[src/rtl/mux_scan_capture.sv]
// ============================================================================
// mux_scan_capture: steps an 8:1 mux through all channels and captures a byte
// Revision: 1.0
// ============================================================================
`default_nettype none

module mux_scan_capture #(
  parameter int   SETTLE_CYCLES = 1,
  parameter logic EN_LEVEL      = 1'b1
) (
  input  logic       clk,
  input  logic       rst_n,
  input  logic       start,
  output logic       busy,
  output logic [2:0] sel,
  output logic       mux_e,
  input  logic       y_in,
  input  logic       y_inv_in,
  output logic [7:0] data_out,
  output logic [7:0] err_mask,
  output logic       data_valid,
  input  logic       data_ready
);

  localparam int             CW       = $clog2(SETTLE_CYCLES + 1);
  localparam logic [CW-1:0]  CNT_LAST = CW'(SETTLE_CYCLES - 1);

  typedef enum logic [1:0] {
    IDLE   = 2'd0,
    SETTLE = 2'd1,
    SAMPLE = 2'd2,
    DONE   = 2'd3
  } state_t;

  state_t        state;
  logic [CW-1:0] cnt;

  always_ff @(posedge clk or negedge rst_n) begin
    if (!rst_n) begin
      state      <= IDLE;
      sel        <= 3'd0;
      mux_e      <= ~EN_LEVEL;
      busy       <= 1'b0;
      cnt        <= '0;
      data_out   <= 8'h00;
      err_mask   <= 8'h00;
      data_valid <= 1'b0;
    end else begin
      case (state)
        IDLE: begin
          sel <= 3'd0;
          if (start) begin
            state    <= SETTLE;
            mux_e    <= EN_LEVEL;
            busy     <= 1'b1;
            cnt      <= '0;
            data_out <= 8'h00;
            err_mask <= 8'h00;
          end else begin
            mux_e <= ~EN_LEVEL;
            busy  <= 1'b0;
          end
        end
        SETTLE: begin
          cnt <= cnt + 1'b1;
          if (cnt == CNT_LAST) state <= SAMPLE;
        end
        SAMPLE: begin
          // A healthy mux always drives complementary y / y_inverted
          data_out[sel] <= y_in;
          err_mask[sel] <= (y_in == y_inv_in);
          if (sel == 3'd7) begin
            state      <= DONE;
            data_valid <= 1'b1;
            mux_e      <= ~EN_LEVEL;
          end else begin
            sel   <= sel + 3'd1;
            cnt   <= '0;
            state <= SETTLE;
          end
        end
        DONE: begin
          if (data_ready) begin
            data_valid <= 1'b0;
            sel        <= 3'd0;
            if (start) begin
              state    <= SETTLE;
              mux_e    <= EN_LEVEL;
              cnt      <= '0;
              data_out <= 8'h00;
              err_mask <= 8'h00;
            end else begin
              state <= IDLE;
              busy  <= 1'b0;
            end
          end
        end
        default: state <= IDLE;
      endcase
    end
  end

endmodule

`default_nettype wire

[config.mk]
export PLATFORM = sky130hd
export DESIGN_NAME = mux_scan_capture
export DESIGN_NICKNAME = d
export VERILOG_FILES = /design/src/rtl/mux_scan_capture.sv
export SDC_FILE = /design/constraint.sdc
export NUM_CORES = 1
export LEC_CHECK = 0
export BUFFER_PORTS_ARGS = -buffer_cell sky130_fd_sc_hd__buf_4
export CAP_MARGIN = 20
export CORE_UTILIZATION = 35
export DETAILED_ROUTE_END_ITERATION = 10
export HOLD_SLACK_MARGIN = 0.05
export PLACE_DENSITY = 0.54
export SYNTH_ARGS = -nofsm -noshare
export SYNTH_HDL_FRONTEND = slang
export SYNTH_SLANG_ARGS = --single-unit
[constraint.sdc]
create_clock -name clk -period 1.65 [get_ports clk]
set_clock_uncertainty 0.1 [all_clocks]
set_input_delay 0.33 -clock clk [delete_from_list [all_inputs] [get_ports clk]]
set_output_delay 0.33 -clock clk [all_outputs]
set_load 0.01 [all_outputs]
# Yosys cells after proc, flatten, opt, wreduce, memory -nomap -nowiden
# Index checks and enable logic that the tools add are counted.
[totals]
elab_cells = 70
inputBits = 6
reg_bits = 25
[op_classes]
n_reduce_logical = 12
mux = 34
n_addsub = 2
eq_ne = 12
n_lt_le_gt_ge = 2
[op_table]
columns = ["op", "count"]
rows = [
  ["8-bit one-hot mux with 3 select lines", 2],
  ["8-bit two-way mux", 4],
  ["8-bit bitwise mux", 2],
  ["2-bit inequality test (second input constant)", 7],
  ["1-bit two-way mux", 13],
  ["3-bit AND reduction", 4],
  ["3-bit one-hot mux with 3 select lines", 1],
  ["2-bit two-way mux", 4],
  ["2-bit one-hot mux with 4 select lines", 1],
  ["3-bit two-way mux", 2],
  ["2-bit equality test (second input constant)", 2],
  ["3-bit by 4-bit less-than comparator with 1-bit output (second input constant)", 1],
  ["1-bit one-hot mux with 2 select lines", 2],
  ["1-bit one-hot mux with 4 select lines", 1],
  ["2-bit AND reduction", 2],
  ["4-bit AND reduction", 1],
  ["2-bit nonzero test", 2],
  ["3-bit by 1-bit adder with 3-bit output (second input constant)", 1],
  ["1-bit demux with 3-bit select", 1],
  ["3-bit equality test (second input constant)", 1],
  ["3-bit by 1-bit >= comparator with 1-bit output (second input constant)", 1],
  ["1-bit one-hot mux with 3 select lines", 1],
  ["3-bit nonzero test", 1],
  ["2-bit by 1-bit equality test with 1-bit output (second input constant)", 1],
  ["4 further kinds", 4],
]

# Depth between registers and ports, before layout
[logic_depth]
depth_word = 6
mapped_depth = 6
depth_no_buf = 5

# Worst setup path after synthesis
# OpenSTA, ideal clock, no wires.
[synth_path]
kind = "reg2reg"
startpoint = "register sel[0]"
endpoint = "register state[1]"
path_buffers = 1
period_less_slack_ns = 1.532
t_required_ns = 1.421
path_slack_ns = 0.118
arrival_ns = 1.303
stages_incl_launch_ff = 7
cell_sequence = "dfrtp_1 ha_1 ha_1 clkbuf_1 nor2b_1 o21ai_0 o21ai_0"
[synth_between]
elab_chain_len = 3
[synth_rtl]
columns = ["item", "line", "text"]
rows = [
  ["from (decl)", "15", "output logic [2:0] sel,"],
  ["from (signal assigned)", "77", "sel <= sel + 3'd1;"],
  ["3-bit equality test", "72", "if (sel == 3'd7) begin"],
  ["2-bit two-way mux", "72", ""],
  ["2-bit one-hot mux with 4 select lines", "49", "case (state)"],
  ["to (signal assigned)", "53", "state <= SETTLE;"],
  ["to (signal assigned)", "73", "state <= DONE;"],
  ["to (signal assigned)", "79", "state <= SETTLE;"],
  ["to (decl)", "35", "state_t state;"],
]
# Every way passes these cells.
# A chain may end at the register's enable or synchronous reset.

# Final worst setup path
[layout_path]
startpoint = "register sel[2]"
endpoint = "output sel[2]"
# No word-level cell between the ends.

==> results.json <==
{
  "crit_fanout": 10,
  "grt_use_total_pct": 14.7,
  "drv_cap": 0,
  "antenna_found_initial": 0,
  "layout.nets": 162,
  "final_layout_size_suffix_gt1_share_pct": 28.1,
  "cts_sinks": 25,
  "synth_top_area_share_pct": 49.8,
  "fin_crit_ps": 1550,
  "finalMaxSlewViolations": 0,
  "critPathLaunchType": "flop",
  "cts_setup_buffers": 0,
  "row_count": 21,
  "die_area_um2": 3830,
  "die_y_um": 61.9,
  "cts_buffers": 3,
  "rsz0062_at_grt": "false",
  "peakVddDrop_mv": 0.590,
  "multi_input_area_um2": 548,
  "synthCells": 124,
  "cp_common_cell": "buf_4",
  "via_count": 1032,
  "path_clk_slew_ps": 130,
  "final_cells": 199,
  "drt-total-wl_mm": 2.62,
  "crit_slowest_cell": "dfrtp_2",
  "synth.net_count": 132,
  "fin_crit_sh_pct": 94.0,
  "worstPathCellList": "buf_4 -> buf_4",
  "synth_warnings": 0,
  "clock_latency_ps": 320,
  "firstDrtPassIters": 4,
  "dp.cells": 194,
  "p_leak_nw": 0.723,
  "grt_start_max_net_pins": 26,
  "worst_pin_slew_ps": 350,
  "wl_per_cell_um": 13.2,
  "cp.arrival_ps": 1120,
  "cp_slowest_stage_delay_ps": 500,
  "max-clock-path-buffers": 2,
  "synth_seq_cells": 25,
  "gp_congestion": 0.734,
  "ys_types": 30,
  "layout_common_cells": "32 x buf_4, 24 x dfrtp_1, 13 x o22ai_1, 11 x inv_1",
  "fmax_mhz": 644,
  "setup_viol": 0,
  "htree_levels": 1,
  "portBuffers": 27,
  "grt_pass1_wl_mm": 4.11,
  "root_buffer": "clkbuf_4",
  "fp.coreArea_um2": 3390,
  "relSlewSlack_pct": 76.5,
  "cellPowerDensity_nw_per_um2": 1350,
  "end_kind": "output pin",
  "fillers": 325,
  "yosysSeqAreaShare_pct": 49.8,
  "syn_area_um2": 1260,
  "die_x_um": 61.9,
  "final_common_cell": "buf_4",
  "initial_utilization_pct": 37.1,
  "drc": 0,
  "grt_pass1_vias": 887,
  "syn_area_per_cell_um2": 10.1,
  "yosysTopAreaCell": "dfrtp_1",
  "num_antenna_cells": 0,
  "hp-class": "in2reg",
  "overflow": 0,
  "crit_family": "flip-flops",
  "cts_tree": "done",
  "fin_tns_setup_ps": 0,
  "via_per_inst": 5.19,
  "drtIter0Drc": 40,
  "finalPower_mw": 2.09,
  "ios": 28,
  "dp_hpwl_mm": 1.90,
  "required_ps": 1220,
  "status": "completed",
  "seqCellArea_um2": 627,
  "synthTopCellsByArea": "dfrtp_1 50%, o22ai_1 6.5%, a22o_1 5.6%",
  "crit_buf_inv": 2,
  "area_growth_pct": 23.5,
  "detail-route-antenna-nets": 0,
  "finalHoldViolCount": 0,
  "worstSetupPathType": "reg2out"
}
[synthesized netlist by cell type]
master and instances:
dfrtp_1 25, o22ai_1 13, inv_1 11, nand2_1 9, o21ai_0 9, a22o_1 8, buf_2 6, a22oi_1 5
nand3b_1 4, a21oi_1 3, nor2_1 3, nor3b_2 3, a21boi_0 2, ha_1 2, mux2i_1 2, nand2b_1 2
nand3_1 2, nor2b_1 2, xor2_1 2, a221oi_1 1, a32oi_1 1, and2_1 1, and2b_1 1, and3_1 1
buf_4 1, clkbuf_1 1, nor3_2 1, o21ba_2 1, o21bai_1 1, or2_4 1
[flip-flops by register name (all words and copies together), names as in the netlist]
signal,cells
busy,1
cnt,1
data_out,8
data_valid,1
err_mask,8
mux_e,1
sel,3
state,2
[worst register-to-register path: stages (launching register included)]
cell and delay (ps):
dfrtp_1 420, ha_1 210, ha_1 270, nor2b_1 170, o21ai_0 140, o21ai_0 90
[per-stage QoR]
step | instance area (um^2) | util, % | setup slack [ps] | hold slack (ps)
final | 1550 | 45.8 | 98.2 | 256
after detailed placement | 1510 | 44.6 | 172 | 153
after floorplan | 1260 | - | 118 | -65.6
after CTS | 1550 | 45.7 | 25.4 | 232
after global routing | 1550 | 45.8 | 29.0 | 272
after global placement | 1510 | 44.6 | 211 | 155
[worst paths after layout]
path                                         startpoint                       to  slack [ps]  cells after the start
max in group asynchronous                         rst_n       sel[2]$_DFFE_PN0P_         850                      2
min in group asynchronous                         rst_n  err_mask[6]$_DFFE_PN0P_         330                      2
worst min-delay path                         data_ready   data_valid$_DFFE_PN0P_         260                      4
worst min register to register  data_out[2]$_DFFE_PN0P_  data_out[2]$_DFFE_PN0P_         420                      1
worst max register to register       sel[0]$_DFFE_PN0P_     state[1]$_DFFE_PN0P_         150                      5
worst max-delay path                 sel[2]$_DFFE_PN0P_                   sel[2]         100                      2
[cell type report]
type / instances / share of cell area (%)
Inverter: 11 / 2.66
Timing Repair Buffer: 33 / 16.1
Clock buffer: 3 / 1.45
Tap cell: 46 / 3.71
Sequential cell: 25 / 40.4
Multi-Input combinational cell: 80 / 35.3
Clock inverter: 1 / 0.323
[logic make-up after synthesis]
| group | count (synthesis) | synth area share [%] |
|---|---|---|
| AO/OA/AOI/OAI | 44 | 23.8 |
| AND/OR/NAND/NOR | 30 | 14.8 |
| flip-flops | 25 | 49.8 |
| buffers and inverters | 19 | 6.57 |
| XOR/XNOR | 2 | 1.39 |
| multiplexers | 2 | 1.59 |
| adder cells (fa/ha/maj) | 2 | 1.99 |
[routing by layer]
layer	GRT usage (%)	share of wire, %
met1	20.0	50
met2	23.3	47
met3	3.73	2.4
met4	3.81	0.73
met5	0	0
[report_power, final]
part           leakage, nW  switching (mW)  total, mW  internal [mW]
Clock               0.0177           0.187      0.278         0.0908
Sequential           0.331          0.0962      0.832          0.736
Combinational        0.374           0.524      0.978          0.454
Total                0.723           0.807       2.09           1.28
[repair_timing]
item                       in CTS  in global routing
hold endpoints to repair       25                  0
gates resized for setup         0                  1
setup endpoints to repair       0                  3
hold buffers                    1                  0
Power figures use the tool's default switching activity.
